**src/rtl/tx_frame_shifter.sv**
```systemverilog
// ============================================================================
// tx_frame_shifter : single-buffer frame serialiser (start, NBIT LSB-first, parity)
// Rev 1.0 | optional macro TX_PARITY_ODD_EN selects odd parity
// ============================================================================
`default_nettype none

module tx_frame_shifter #(
  parameter int NBIT = 8
) (
  input  logic            clk,
  input  logic            rst,
  input  logic            ce_bit,
  input  logic            st,
  input  logic            en_tx,
  input  logic            T_cp,
  input  logic [NBIT-1:0] din,
  input  logic            we,
  input  logic            clr_ovr,
  output logic            full,
  output logic            ovr,
  output logic            sync_err,
  output logic            txd,
  output logic            busy,
  output logic            tx_done
);

  localparam int              c_SW        = $clog2(NBIT + 2);
  localparam logic [c_SW-1:0] c_PAR_SLOT  = c_SW'(NBIT);
  localparam logic [c_SW-1:0] c_STOP_SLOT = c_SW'(NBIT + 1);

`ifdef TX_PARITY_ODD_EN
  localparam logic c_PAR_INV = 1'b1;
`else
  localparam logic c_PAR_INV = 1'b0;
`endif

  typedef enum logic [0:0] {
    S_IDLE = 1'b0,
    S_SEND = 1'b1
  } state_t;

  state_t          r_state;
  logic [NBIT-1:0] r_buf;
  logic [NBIT-1:0] r_sr;
  logic [c_SW-1:0] r_slot;
  logic            r_par;
  logic            r_full;
  logic            r_ovr;
  logic            r_sync_err;
  logic            r_txd;
  logic            r_busy;
  logic            r_tx_done;
  logic            r_en_q;

  logic w_wr_ok;
  logic w_wr_ovr;
  logic w_load;
  logic w_abort;
  logic w_bit;
  logic w_misalign;

  // Write and load are judged against the pre-edge full flag, so they never collide.
  assign w_wr_ok    = we & ~r_full;
  assign w_wr_ovr   = we & r_full;
  assign w_load     = (r_state == S_IDLE) & st & r_full;
  assign w_abort    = (r_state == S_SEND) & r_en_q & ~en_tx & (r_slot != c_STOP_SLOT);
  assign w_bit      = (r_state == S_SEND) & ce_bit & ~w_abort;
  assign w_misalign = w_bit & (T_cp != (r_slot == c_PAR_SLOT));

  always_ff @(posedge clk) begin
    if (rst) begin
      r_state    <= S_IDLE;
      r_buf      <= '0;
      r_sr       <= '0;
      r_slot     <= '0;
      r_par      <= 1'b0;
      r_full     <= 1'b0;
      r_ovr      <= 1'b0;
      r_sync_err <= 1'b0;
      r_txd      <= 1'b1;
      r_busy     <= 1'b0;
      r_tx_done  <= 1'b0;
      r_en_q     <= 1'b0;
    end else begin
      r_en_q    <= en_tx;
      r_tx_done <= 1'b0;

      if (w_wr_ok) begin
        r_buf  <= din;
        r_full <= 1'b1;
      end else if (w_load) begin
        r_full <= 1'b0;
      end

      // Set events are applied after the clear so they win on a tie.
      if (clr_ovr) begin
        r_ovr      <= 1'b0;
        r_sync_err <= 1'b0;
      end
      if (w_wr_ovr) r_ovr <= 1'b1;
      if (w_abort | w_misalign) r_sync_err <= 1'b1;

      case (r_state)
        S_IDLE: begin
          if (w_load) begin
            r_sr    <= r_buf;
            r_par   <= 1'b0;
            r_slot  <= '0;
            r_txd   <= 1'b0;
            r_busy  <= 1'b1;
            r_state <= S_SEND;
          end
        end
        S_SEND: begin
          if (w_abort) begin
            r_txd   <= 1'b1;
            r_busy  <= 1'b0;
            r_state <= S_IDLE;
          end else if (ce_bit) begin
            if (r_slot != c_STOP_SLOT) r_slot <= r_slot + 1'b1;
            if (r_slot < c_PAR_SLOT) begin
              r_txd <= r_sr[0];
              r_sr  <= r_sr >> 1;
              r_par <= r_par ^ r_sr[0];
            end else if (r_slot == c_PAR_SLOT) begin
              r_txd <= r_par ^ c_PAR_INV;
            end else begin
              r_txd     <= 1'b1;
              r_busy    <= 1'b0;
              r_tx_done <= 1'b1;
              r_state   <= S_IDLE;
            end
          end
        end
        default: r_state <= S_IDLE;
      endcase
    end
  end

  assign full     = r_full;
  assign ovr      = r_ovr;
  assign sync_err = r_sync_err;
  assign txd      = r_txd;
  assign busy     = r_busy;
  assign tx_done  = r_tx_done;

endmodule

`default_nettype wire

```
**config.mk**
```make
export PLATFORM = sky130hd
export DESIGN_NAME = tx_frame_shifter
export DESIGN_NICKNAME = d
export VERILOG_FILES = /design/src/rtl/tx_frame_shifter.sv
export SDC_FILE = /design/constraint.sdc
export NUM_CORES = 1
export LEC_CHECK = 0
export ABC_AREA = 1
export CAP_MARGIN = 40
export CORE_MARGIN = 2
export CORE_UTILIZATION = 35
export CTS_BUF_LIST = sky130_fd_sc_hd__clkbuf_4
export DETAILED_ROUTE_END_ITERATION = 8
export DONT_BUFFER_PORTS = 1
export SKIP_CTS_REPAIR_TIMING = 1
export SLEW_MARGIN = 5
export SYNTH_ARGS = -nofsm -noshare
export SYNTH_HDL_FRONTEND = slang
export SYNTH_SLANG_ARGS = --single-unit
```
**constraint.sdc**
```tcl
create_clock -name clk -period 3.1 [get_ports clk]
set_input_delay 0.775 -clock clk [delete_from_list [all_inputs] [get_ports clk]]
set_output_delay 0.775 -clock clk [all_outputs]
set_load 0.03 [all_outputs]
```
## Yosys cells after proc, flatten, opt, wreduce, memory -nomap -nowiden

Index checks and enable logic that the tools add are counted.

| cells by class | value |
|---|---|
| add/sub/neg operators | 1 |
| $mul | 0 |
| div/mod/pow operators | 0 |
| order comparisons | 1 |
| equality and inequality tests | 11 |
| shift operators | 0 |
| mux-type cells | 37 |
| bitwise operators | 17 |
| reductions and logical operators | 8 |

Operators by type and width:

| operator | number |
|---|---|
| $mux 8 | 4 |
| $mux 1 | 23 |
| $mux 4 | 4 |
| $pmux 8 s2 | 1 |
| $reduce_and 4->1 | 3 |
| $and 1x1->1 | 10 |
| $pmux 1 s2 | 4 |
| $pmux 4 s2 | 1 |
| $ne 2x2->1 const B | 3 |
| $ne 3x3->1 const B | 2 |
| $reduce_bool 2->1 | 3 |
| $not 1->1 | 5 |
| $reduce_or 5->1 | 1 |
| $add 4x1->4 const B | 1 |
| $eq 4x4->1 const B | 1 |
| $lt 4x4->1 const B | 1 |
| $ne 2x1->1 const B | 2 |
| $ne 4x4->1 const B | 1 |
| $ne 3x2->1 const B | 1 |
| $reduce_and 2->1 | 1 |
| $ne 1x1->1 | 1 |
| $or 1x1->1 | 1 |
| $xor 1x1->1 | 1 |

| storage, ports and cells | value |
|---|---|
| bits in registers | 29 |
| latch bits | 0 |
| bits in writable memories | 0 |
| memory bits (read-only) | 0 |
| bits of input ports | 16 |
| output and inout bits | 6 |
| logic and storage cells | 87 |
| memories | 0 |

## Longest topological paths before layout

| depth | value |
|---|---|
| word-level depth | 8 |
| gate-level depth with buffers | 9 |
| gate-level depth less buffers | 9 |

## Worst setup path before layout

No wires, ideal clock.

| path | value |
|---|---|
| path kind | in2reg |
| start point | input rst |
| end point | register r_en_q |
| setup time | 0.129 ns |
| arrival | 1.383 ns |
| data required time | 2.971 ns |
| path slack | 1.588 ns |
| stages | 3 |
| buffers on the path | 2 |
| cells stage by stage | clkbuf_1 -> clkbuf_1 -> nor2_1 |

RTL lines:

| what | line | text |
|---|---|---|
| start: declaration | 11 | `input logic rst,` |
| end signal: assignment | 85 | `r_en_q <= en_tx;` |
| end: declaration | 53 | `logic r_en_q;` |

No word-level cell between the ends.

## Worst setup path in the final report

| path | value |
|---|---|
| start point | register r_state |
| end point | register r_sr[0] |

| on the way | value |
|---|---|
| longest elaborated chain between the ends | 5 |
| elaborated cells on any way between the ends | 12 |
| classes of those cells | eq/ne: 4; mux: 1; bitwise: 6; reduce/logical: 1 |

Ends and longest elaborated chain:

| what | line | text |
|---|---|---|
| start: declaration | 42 | `state_t r_state;` |
| start signal: assignment | 72 | `r_state <= S_IDLE;` |
| start signal: assignment | 111 | `r_state <= S_SEND;` |
| start signal: assignment | 118 | `r_state <= S_IDLE;` |
| $and 1x1->1 or $not 1->1 (tied branches) | - |  |
| $and 1x1->1, on equally long branches (2 in series) | 66, 65 |  |
| $ne 2x2->1 (no line) | - |  |
| $reduce_and 4->1 (no line) | - |  |
| end signal: assignment | 106 | `r_sr <= r_buf;` |
| end signal: assignment | 123 | `r_sr <= r_sr >> 1;` |
| end: declaration | 44 | `logic [NBIT-1:0] r_sr;` |

Several ways; a longest one is shown, not always the timed one.
A chain may end at the register's enable or synchronous reset.

==> run summary <==
Status = finished clean
Most common cell after layout, fill and taps aside = nand2_1
All-Layer GR Usage = 14.0%
Slew @ Worst Pin = 0.783 ns
Final ANT Viol Nets = 0
Slowest CP cell = dfxtp_1
Number of antenna repair diodes = 0
# port buffers = 0
Top Family by Delay on Critical Path = flip-flops
Syn avg cell area = 7.78 sq um
Skew-Pair Late Insertion Delay = 0.33 ns
Initial Utilization = 37.4%
RR Startpoint = r_state
Final setup viols = 0
Clk pwr share = 32.2%
Final WL = 2710 um
Clock-pin slew on the worst setup and hold paths = 0.08 ns
Slew HR = 47.8%
Commonest non-fill, non-tap cells in the layout = nand2_1, dfxtp_1, a21oi_1
Seq/Total Area, Yosys = 41.5%
Area leader, netlist = dfxtp_1
Worst setup path category = register to register
Total gr overflow = 0
Max cap viols = 0
Final worst setup slack = 1.33 ns
Std-Cell Rows = 22
Net Count, Synth = 199
P_sw = 205 uW
Yosys warns = 0
Pwr/cell area = 507 nW/um^2
Req. time, crit path = 3.36 ns
Worst Path Buf+Inv = 2
Vias in the first global route = 1001
Critical hold path startpoint = r_sr[5]
TritonCTS clock tree = built
Setup_tns = 0 ns
Drc violations = 0
Gate Count Post-Synth = 180
CP max stage delay = 0.84 ns
Clock Skew = 0.00365 ns
Multi-input gate area = 694 sq um
Area delta synth->final = 4.92%
Critical-path cell list = inv_6 > o21ai_4 > inv_6 > nand2_4 > nand2_1 > a21oi_1
Yosys reg bits = 29
Die Width = 67.2 um
Final net count = 198
Min-delay worst type = register to register
Synth cell types = 27
Synth top area share = 41.5%
Final period util = 57.1%
DR iter-0 viols = 29
CP Max Fanout = 19
Ranking of synthesized cells by area = dfxtp_1, nand2_1, a21oi_1
First-pass GRT wire length = 4710 um
Avg Vias per Cell = 4.78
H-tree Lvls = 2
Nature of the critical path startpoint = register
Core box area = 3740 sq um
Worst vdd ir = 0.262 mV
Num CTS Buffers = 5
Max-slew violations = 0
Placement Setup Slack = 1.34 ns
Leakage = 0.000549 uW
Clk buf depth = 2
Vias = 1090
Worst setup EP type = register
Root buffer cell = clkbuf_4
Combinational fraction of design power = 11.3%
Most frequent CP cell = inv_6
Register Area = 581 sq um
Ratio of cells with drive above 1 in the final layout = 12.2%
Hpwl dp = 1920 um
Num ports = 22
DR WL/cell = 11.9 um
Initial antenna violation count = 0
Fillcell total = 428
Clk sinks = 29
Mapped Area = 1400 sq um
Post-route minimum period = 1.77 ns
Hold WS = 0.456 ns
RSZ-0062 raised after global routing = false
P_int = 540 uW
Die Area = 4520 sq um
Peak Freq = 0.565 GHz
Reg power frac = 56.5%
Switching Share = 27.5%
Die Y-Extent = 67.2 um
Largest net degree at the start of global routing = 20
Final Hold Fails = 0
Placer Congestion = 0.797
DRT Pass-1 Iters = 4
Critical path arrival = 2.03 ns
CP startpoint = r_state
==> state kept, by name (all words and copies together) (netlist names) <==
| name | count |
|---|---|
| sync_err | 1 |
| r_par | 1 |
| r_buf | 8 |
| full | 1 |
| txd | 1 |
| ovr | 1 |
| r_state | 1 |
| r_en_q | 1 |
| busy | 1 |
| r_slot | 4 |
| tx_done | 1 |
| r_sr | 8 |
==> stage by stage <==
step | instance area [sq um] | power [uW] | cells | util, %
floorplan | 1400 | 503 | 180 | -
global placement | 1410 | 513 | 220 | 37.6
finish | 1470 | 745 | 228 | 39.2
CTS | 1470 | 755 | 228 | 39.2
detailed placement | 1410 | 514 | 220 | 37.6
global route | 1470 | 788 | 228 | 39.2
==> worst paths after layout <==
kind         slack, ns  endpoint  cells past startpoint
min               0.46   r_sr[5]                      2
max               1.33   r_sr[0]                      6
min reg2reg       0.46   r_sr[5]                      2
max reg2reg       1.33   r_sr[0]                      6
==> power groups by stage <==
stage	Clock, uW	Combinational [uW]	Sequential (uW)
final	240	84.0	421
after global routing	267	97.8	423
after CTS	249	85.0	421
after detailed placement	0	84.6	429
after global placement	0	83.4	430
after floorplan	0	82.6	421
==> worst reg2reg max path, stage by stage, from the launching register on <==
cell     delay (ns)
dfxtp_1        0.84
inv_6          0.17
o21ai_4        0.32
inv_6          0.08
nand2_4        0.11
nand2_1        0.06
a21oi_1        0.12
==> synth_stat cells <==
master and count:
o211ai_1 1, dfxtp_1 29, nand2_1 33, clkbuf_1 3, buf_2 2, inv_1 15
nor2_4 2, o21ai_2 1, nor2_1 17, nand3_2 1, o21ai_0 17, ha_1 3
a21oi_2 1, xor2_1 1, inv_6 2, nand3_1 15, nor4_1 1, xnor2_1 3
nand2_4 3, a21oi_1 21, nand4_1 1, nand2_2 1, nand3_4 1, buf_6 2
o21ai_4 2, o2111ai_1 1, buf_4 1
==> cell families after synthesis <==
| group | share of synthesized area, % |
|---|---|
| AO/OA/AOI/OAI | 18.3 |
| adder cells (fa/ha/maj) | 2.68 |
| AND/OR/NAND/NOR | 26.1 |
| XOR/XNOR | 2.50 |
| flip-flops | 41.5 |
| buffers and inverters | 8.94 |
==> layer usage <==
metal | vias to the layer above | share of wire (%) | GRT usage (%)
met3 | 8 | 6.0 | 4.67
li1 | 593 | - | -
met2 | 24 | 43 | 19.3
met4 | 0 | 2.6 | 8.42
met5 | - | 0 | 0
met1 | 465 | 48 | 18.9
==> final cells by class <==
cell class	count	share of cell area (%)
flip-flops and latches	29	39.5
clock buffers	8	4.09
inverters	17	5.03
well taps	48	4.09
multi-input cells	126	47.3
Power figures use the tool's default switching activity.
